--- src/rtl/bus_timer_if.sv ---
// Single-cycle data-bus connection between the core interconnect and the timer.
interface bus_timer_if;
  logic        busSel;
  logic        busWe;
  logic [7:0]  busAddr;
  logic [31:0] busWData;
  logic [31:0] busRData;

  modport master (
    output busSel, busWe, busAddr, busWData,
    input  busRData
  );

  modport slave (
    input  busSel, busWe, busAddr, busWData,
    output busRData
  );
endinterface

--- src/rtl/bus_timer.sv ---
// Memory-mapped 32-bit timer: prescaled up-counter, compare with optional
// auto-reload, sticky match flag driving a level interrupt.
module bus_timer #(
  parameter int unsigned PSC_WIDTH = 16
) (
  input  logic        clk,
  input  logic        reset,
  bus_timer_if.slave  bus,
  output logic        irq
);

  localparam int unsigned DATA_WIDTH = 32;
  localparam logic [2:0] OFF_CTRL   = 3'd0;
  localparam logic [2:0] OFF_PSC    = 3'd1;
  localparam logic [2:0] OFF_CMP    = 3'd2;
  localparam logic [2:0] OFF_CNT    = 3'd3;
  localparam logic [2:0] OFF_STATUS = 3'd4;

  logic                  ctrlEn;
  logic                  ctrlAr;
  logic                  ctrlIe;
  logic [PSC_WIDTH-1:0]  psc;
  logic [PSC_WIDTH-1:0]  pcnt;
  logic [DATA_WIDTH-1:0] cmp;
  logic [DATA_WIDTH-1:0] cnt;
  logic                  match;

  logic       wrAcc;
  logic [2:0] wordAddr;
  logic       ctrlWr;
  logic       pscWr;
  logic       cmpWr;
  logic       cntWr;
  logic       statusWr;
  logic       stopNow;
  logic       tick;
  logic       cntHit;
  logic       unusedAddrBits;

  // Address decode and write strobes for the current bus cycle.
  assign wrAcc          = bus.busSel & bus.busWe;
  assign wordAddr       = bus.busAddr[4:2];
  assign ctrlWr         = wrAcc && (wordAddr == OFF_CTRL);
  assign pscWr          = wrAcc && (wordAddr == OFF_PSC);
  assign cmpWr          = wrAcc && (wordAddr == OFF_CMP);
  assign cntWr          = wrAcc && (wordAddr == OFF_CNT);
  assign statusWr       = wrAcc && (wordAddr == OFF_STATUS);
  assign unusedAddrBits = ^{bus.busAddr[7:5], bus.busAddr[1:0]};

  // A disabling CTRL write cancels any tick on the same edge so CNT holds.
  assign stopNow = ctrlWr && !bus.busWData[0];
  assign tick    = ctrlEn && (pcnt == psc) && !stopNow;
  assign cntHit  = (cnt == cmp);

  // Configuration registers.
  always_ff @(posedge clk) begin
    if (reset) begin
      ctrlEn <= 1'b0;
      ctrlAr <= 1'b0;
      ctrlIe <= 1'b0;
      psc    <= '0;
      cmp    <= '1;
    end else begin
      if (ctrlWr) begin
        ctrlEn <= bus.busWData[0];
        ctrlAr <= bus.busWData[1];
        ctrlIe <= bus.busWData[2];
      end
      if (pscWr) psc <= bus.busWData[PSC_WIDTH-1:0];
      if (cmpWr) cmp <= bus.busWData;
    end
  end

  // Prescaler: restarts on PSC write, disable, or terminal count.
  always_ff @(posedge clk) begin
    if (reset) begin
      pcnt <= '0;
    end else if (pscWr || !ctrlEn || stopNow || (pcnt == psc)) begin
      pcnt <= '0;
    end else begin
      pcnt <= pcnt + PSC_WIDTH'(1);
    end
  end

  // Main counter: bus writes take priority over the tick update.
  always_ff @(posedge clk) begin
    if (reset) begin
      cnt <= '0;
    end else if (cntWr) begin
      cnt <= bus.busWData;
    end else if (tick) begin
      cnt <= (cntHit && ctrlAr) ? '0 : cnt + DATA_WIDTH'(1);
    end
  end

  // Sticky match flag; a new match wins over a same-cycle clear.
  always_ff @(posedge clk) begin
    if (reset) begin
      match <= 1'b0;
    end else if (tick && !cntWr && cntHit) begin
      match <= 1'b1;
    end else if (statusWr && bus.busWData[0]) begin
      match <= 1'b0;
    end
  end

  assign irq = match & ctrlIe;

  // Side-effect-free read mux, valid regardless of busSel.
  always_comb begin
    bus.busRData = '0;
    case (wordAddr)
      OFF_CTRL:   bus.busRData = {29'd0, ctrlIe, ctrlAr, ctrlEn};
      OFF_PSC:    bus.busRData = DATA_WIDTH'(psc);
      OFF_CMP:    bus.busRData = cmp;
      OFF_CNT:    bus.busRData = cnt;
      OFF_STATUS: bus.busRData = {31'd0, match};
      default:    bus.busRData = '0;
    endcase
  end

endmodule

--- src/flat_wrapper.sv ---
// flat-port wrapper written by rule: the top's interface ports become plain ports
module bus_timer_flat 
#(
  parameter int unsigned PSC_WIDTH = 16
)
  (clk, reset, irq, bus_busSel, bus_busWe, bus_busAddr, bus_busWData, bus_busRData);
  bus_timer_if bus_i ();
  input  logic clk;
  input  logic reset;
  output logic irq;
  input wire logic [$bits(bus_i.busSel)-1:0] bus_busSel;
  input wire logic [$bits(bus_i.busWe)-1:0] bus_busWe;
  input wire logic [$bits(bus_i.busAddr)-1:0] bus_busAddr;
  input wire logic [$bits(bus_i.busWData)-1:0] bus_busWData;
  output wire logic [$bits(bus_i.busRData)-1:0] bus_busRData;
  assign bus_i.busSel = bus_busSel;
  assign bus_i.busWe = bus_busWe;
  assign bus_i.busAddr = bus_busAddr;
  assign bus_i.busWData = bus_busWData;
  assign bus_busRData = bus_i.busRData;
  bus_timer #(.PSC_WIDTH(PSC_WIDTH)) u_core (.clk(clk), .reset(reset), .bus(bus_i), .irq(irq));
endmodule
--- config.mk ---
export PLATFORM = sky130hd
export DESIGN_NAME = bus_timer_flat
export DESIGN_NICKNAME = d
export VERILOG_FILES = /design/src/rtl/bus_timer_if.sv /design/src/rtl/bus_timer.sv /design/src/flat_wrapper.sv
export SDC_FILE = /design/constraint.sdc
export NUM_CORES = 1
export LEC_CHECK = 0
export ABC_CLOCK_PERIOD_IN_PS = 2600
export CAP_MARGIN = 30
export CORE_ASPECT_RATIO = 0.9
export CORE_MARGIN = 5
export CORE_UTILIZATION = 55
export CTS_BUF_LIST = sky130_fd_sc_hd__clkbuf_4 sky130_fd_sc_hd__clkbuf_8
export DETAILED_ROUTE_END_ITERATION = 12
export PLACE_DENSITY = 0.8
export SKIP_CTS_REPAIR_TIMING = 1
export SYNTH_ARGS = -nofsm -noshare
export SYNTH_HDL_FRONTEND = slang
export SYNTH_SLANG_ARGS = --single-unit
--- constraint.sdc ---
create_clock -name clk -period 2.6 [get_ports clk]
set_clock_uncertainty 0.05 [all_clocks]
set_input_delay 0.52 -clock clk [delete_from_list [all_inputs] [get_ports clk]]
set_output_delay 0.52 -clock clk [all_outputs]
set_load 0.005 [all_outputs]
==> results of run 1 <==
flip-flops by register name, summed over array words and instances (netlist names):
name / count
u_core.match: 1
u_core.ctrlAr: 1
u_core.ctrlIe: 1
u_core.pcnt: 16
u_core.psc: 16
u_core.cnt: 32
u_core.ctrlEn: 1
u_core.cmp: 32
layout make-up:
cell class / count / area [sq um]
Fill cell: 829 / 3540
Tap cell: 133 / 166
Sequential cell: 100 / 2000
Timing Repair Buffer: 107 / 1110
Clock inverter: 5 / 100
Multi-Input combinational cell: 514 / 3630
Clock buffer: 10 / 138
Inverter: 9 / 33.8
power groups by stage:
stage | combinational (uW) | sequential, uW | clock, uW
floorplan | 171 | 1600 | 0
global placement | 342 | 1610 | 0
detailed placement | 347 | 1620 | 0
CTS | 351 | 1580 | 1220
global route | 385 | 1580 | 1280
finish | 361 | 1580 | 1210
critical path: stages:
cell	delay, ns
dlymetal6s2s_1	0.17
buf_4	0.18
mux4_2	0.50
nor2b_1	0.15
clkdlybuf4s50_1	0.44
per-layer routing:
layer / up-vias / part of all wire / track usage
li1: 2576 / - / -
met1: 2699 / 0.44 / 0.338
met2: 244 / 0.47 / 0.435
met3: 29 / 0.063 / 0.0528
met4: 0 / 0.019 / 0.0728
met5: - / 0 / 0
placed cells by master (no fill, tap or decap), types with 13 or more instances in the layout:
master and n:
a211o_1 32, a21oi_1 27, a22o_1 16, a22oi_1 13, a2bb2oi_1 25, buf_4 25, clkdlybuf4s50_1 67, dfxtp_1 100
mux2_2 13, mux2i_1 19, nand2_1 48, nand3_1 16, nand4_1 53, nor2_1 54, nor2b_1 35, xnor2_1 66
xor2_1 25
final timing paths:
path	from	to	slack [ns]	cells after the start
max	bus_busAddr[2]	bus_busRData[1]	0.07	5
min	u_core.pcnt[0]	u_core.pcnt[0]	0.46	1
max reg2reg	u_core.pcnt[3]	u_core.cnt[0]	0.14	7
min reg2reg	u_core.pcnt[0]	u_core.pcnt[0]	0.46	1
logic make-up (layout without fill, tap and decap cells):
family                     count (synthesis)  in the layout  synth area share
and+or+nand+nor                          261            261             0.238
AOI/OAI and AO/OA                        125            125             0.160
DFF                                      100            100             0.337
xor gates and xnor gates                  91             91             0.134
buffers and inverters                     81            131            0.0588
muxes                                     35             35            0.0680
adders and majority gates                  2              2           0.00421
stage by stage:
step	utilization	TNS, ns	area (sq um)
after floorplan	-	0	5940
after global placement	0.643	-10.06	6890
after detailed placement	0.643	-14.03	6890
after CTS	0.665	-9.28	7130
after global routing	0.669	0	7180
final	0.669	0	7180
==> out/metrics.yaml, run 1 <==
overflow: 0
drc: 0
finalMaxSlewViolations: 0
path_clk_slew_ns: 0.09
min_path_type: "reg -> reg"
dieArea_sq_um: 13000
fin_cells: 878
dp_hpwl_mm: 11.5
grt_setup_unrepaired: "no"
ios: 77
worst_pin_slew_ns: 0.633
netlist_top_cells_area: "dfxtp_1, xnor2_1, nand4_1"
report.final.hold_viol_count: 0
clkPwrFrac: 0.384
synth.most_common_cell: "dfxtp_1"
grt_pass1_wl_mm: 27.1
nNetsFinal: 787
initial_core_util: 0.554
synth_nets: 741
vdd_drop_max_mv: 0.473
synthTopCellsByCount: "dfxtp_1, xnor2_1, nor2_1"
portBuffers: 71
grt_pass1_vias: 5318
antennaDiodeCount: 0
setup_viol: 0
cts_tree: "yes"
clk-insertion-delay-late_ns: 0.38
fmax_ghz: 0.396
holdWs_ns: 0.463
p_sw_uw: 748
status: "finished, final reports clean"
htreeDepth: 3
crit_path_start_kind: "input port"
area_growth_pct: 20.8
synthesis.area_sq_um: 5940
power.density_nw_per_um2: 440
totalWireLength_mm: 16.9
dieHeight_microns: 109
cp_data_required_time_ns: 2.03
seq_area_frac_synth: 0.337
synth_top_cell_area_share: 0.337
rows: 36
die_w_microns: 120
place_ws_ns: -0.354
antenna_found_initial: 0
p_int_uw: 2410
synth_cells: 695
dr.pass1.iters: 5
postRouteAntennaNets: 0
gp_congestion: 0.869
num_vias: 5548
ys_ff_latch: 100
core_area_sq_um: 10700
yosysUniqueCellTypes: 42
sw_frac_of_total: 0.237
p_comb_frac: 0.115
grtUsageTotal: 0.258
drtIter0Drc: 560
p_leak_uw: 0.00248
slew_headroom: 0.578
post-route-period-util: 0.972
detail_route.vias_per_cell: 6.32
drive_gt1_frac: 0.113
clock_tree.buffer_depth: 2
place_inst: 861
synth_warnings: 0
cts_buffers: 9
wire_per_inst_microns: 19.2
worst_slack_ns: 0.0720
synth_edf_count: 0
worstSetupEndpointType: "primary output"
syn_area_per_cell_sq_um: 8.55
period_needed_ns: 2.53
ctsRootBufferMaster: "clkbuf_8"
yosys.area.top_type: "dfxtp_1"
max-cap-violations: 0
p_total_uw: 3150
crit_arrival_ns: 1.96
grt_start_max_net_pins: 61
p_seq_frac: 0.501
critPathMaxFanout: 4
worst-setup-path-type: "in -> out"
synth-main-ff-cell: "dfxtp_1"
synth-async-reset-ratio: 0
cts_sinks: 100
No activity file was read; power rests on OpenSTA's default activity.
==> inputs of run 2 (changes only) <==
==> constraint.sdc (replaced) <==
create_clock -name clk -period 2.6 [get_ports clk]
set_clock_uncertainty 0.05 [all_clocks]
set_input_delay 0.52 -clock clk [delete_from_list [all_inputs] [get_ports clk]]
set_output_delay 0.52 -clock clk [all_outputs]
set_load 0.01 [all_outputs]
==> run 2 against run 1 <==
Fmax shrank 1.6%. Count of clock-buffer cells in the layout rose by 3. Clock power fell by 13%. Critical path depth is 1 higher. Sequential share of layout area increased by 0.088 points. Core utilization decreased by 0.21 points. Wire length decreased by 0.56%.
==> out/metrics.yaml, run 2 (same netlist as run 1, synthesis figures left out) <==
clk-insertion-delay-late_ns: 0.36
wl_met1_mm: 7.31
fmax_ghz: 0.389
grt_start_max_net_pins: 61
vdd_drop_max_mv: 0.265
worstSetupEndpointType: "primary output"
detail_route.vias_per_cell: 6.27
endpoint: "bus_busRData[17]"
dr_wl_met3_mm: 1.16
grt_pass1_vias: 5310
htreeDepth: 3
antennaDiodeCount: 0
min_path_type: "reg -> reg"
routed.top_layer: "met4"
die_w_microns: 120
gp_congestion: 0.871
dieArea_sq_um: 13000
p_leak_uw: 0.00246
drtIter0Drc: 525
path_clk_slew_ns: 0.10
overflow: 0
critical_path.startpoint: "bus_busAddr[3]"
rows: 36
setup_viol: 0
initial_core_util: 0.554
core_area_sq_um: 10700
slew_headroom: 0.584
period_needed_ns: 2.57
dr.pass1.iters: 5
postRouteAntennaNets: 0
report.final.hold_viol_count: 0
clock_tree.buffer_depth: 2
power.density_nw_per_um2: 420
crit_arrival_ns: 2.00
drive_gt1_frac: 0.115
final_cell_mix: "dfxtp_1, clkdlybuf4s50_1, xnor2_1, nor2_1, nand4_1"
worst_r2r_startpoint: "u_core.pcnt[2]"
drc: 0
post-route-period-util: 0.988
top_regs: "u_core.cmp x32, u_core.cnt x32"
finalMaxSlewViolations: 0
worst-setup-path-type: "in -> out"
holdWs_ns: 0.461
nNetsFinal: 787
r2r_cells: 7
ctsRootBufferMaster: "clkbuf_8"
max-cap-violations: 0
totalWireLength_mm: 16.8
cts_sinks: 100
cts_buffers: 9
r2r-end: "u_core.cnt[11]"
area_growth_pct: 20.4
antenna_found_initial: 0
dp_hpwl_mm: 11.5
fill_cells: 872
cts_tree: "yes"
ios: 77
grtUsageTotal: 0.252
worst_pin_slew_ns: 0.623
mostFrequentLayoutCell: "dfxtp_1"
cp_data_required_time_ns: 2.03
grt_pass1_wl_mm: 26.8
crit_path_start_kind: "input port"
final_core_util: 0.667
dieHeight_microns: 109
wire_per_inst_microns: 19.1
status: "finished, final reports clean"
num_vias: 5508
routed-wl-met2_mm: 7.97
critPathMaxFanout: 9
portBuffers: 71
r2r_slack_ns: 0.26
grt_setup_unrepaired: "yes"
[run 2: power by group]
part	internal (uW)	leakage (uW)	switching, uW
Clock	507	0.000104	544
Sequential	1550	0.000809	27.9
Combinational	198	0.00155	173
[run 2: worst min-delay path by stage]
| stage | startpoint | endpoint | slack (ns) | cells past startpoint |
|---|---|---|---|---|
| 2_1_floorplan | u_core.match | u_core.match | 0.41 | 2 |
| 3_3_place_gp | u_core.pcnt[0] | u_core.pcnt[0] | 0.43 | 1 |
| 3_5_place_dp | u_core.match | u_core.match | 0.44 | 2 |
| 4_1_cts | u_core.match | u_core.match | 0.46 | 2 |
| 5_1_grt | u_core.match | u_core.match | 0.49 | 2 |
| 6_report | u_core.match | u_core.match | 0.46 | 2 |
[run 2: through the flow]
step	std cells	area [sq um]	setup TNS (ns)	setup slack [ns]	total power, uW
2_1_floorplan	695	5940	0	0.404	1780
3_3_place_gp	861	6890	-11.23	-0.335	1960
3_5_place_dp	861	6890	-13.06	-0.363	1970
4_1_cts	877	7100	-10.23	-0.384	3000
5_1_grt	879	7150	-0.244	-0.0280	3110
6_report	879	7150	0	0.0305	3000
[run 2: critical path, stage by stage]
cell	delay, ns
clkbuf_2	0.17
nor2b_2	0.22
nor2b_4	0.20
buf_6	0.17
a22o_1	0.17
clkdlybuf4s50_1	0.54
[run 2: area by class of cell]
cell class,instances,area [sq um],share of cell area
inverter,9,33.8,0.00472
multi-input combinational,514,3630,0.508
clock buffer,13,160,0.0224
tap,133,166,0.0233
sequential,100,2000,0.280
clock inverter,3,46.3,0.00647
timing repair buffer,107,1110,0.156
[run 2: metal layers]
layer  GRT usage  vias up
li1            -     2583
met2       0.415      221
met1       0.337     2670
met3      0.0513       34
met4      0.0736        0
met5           0        -
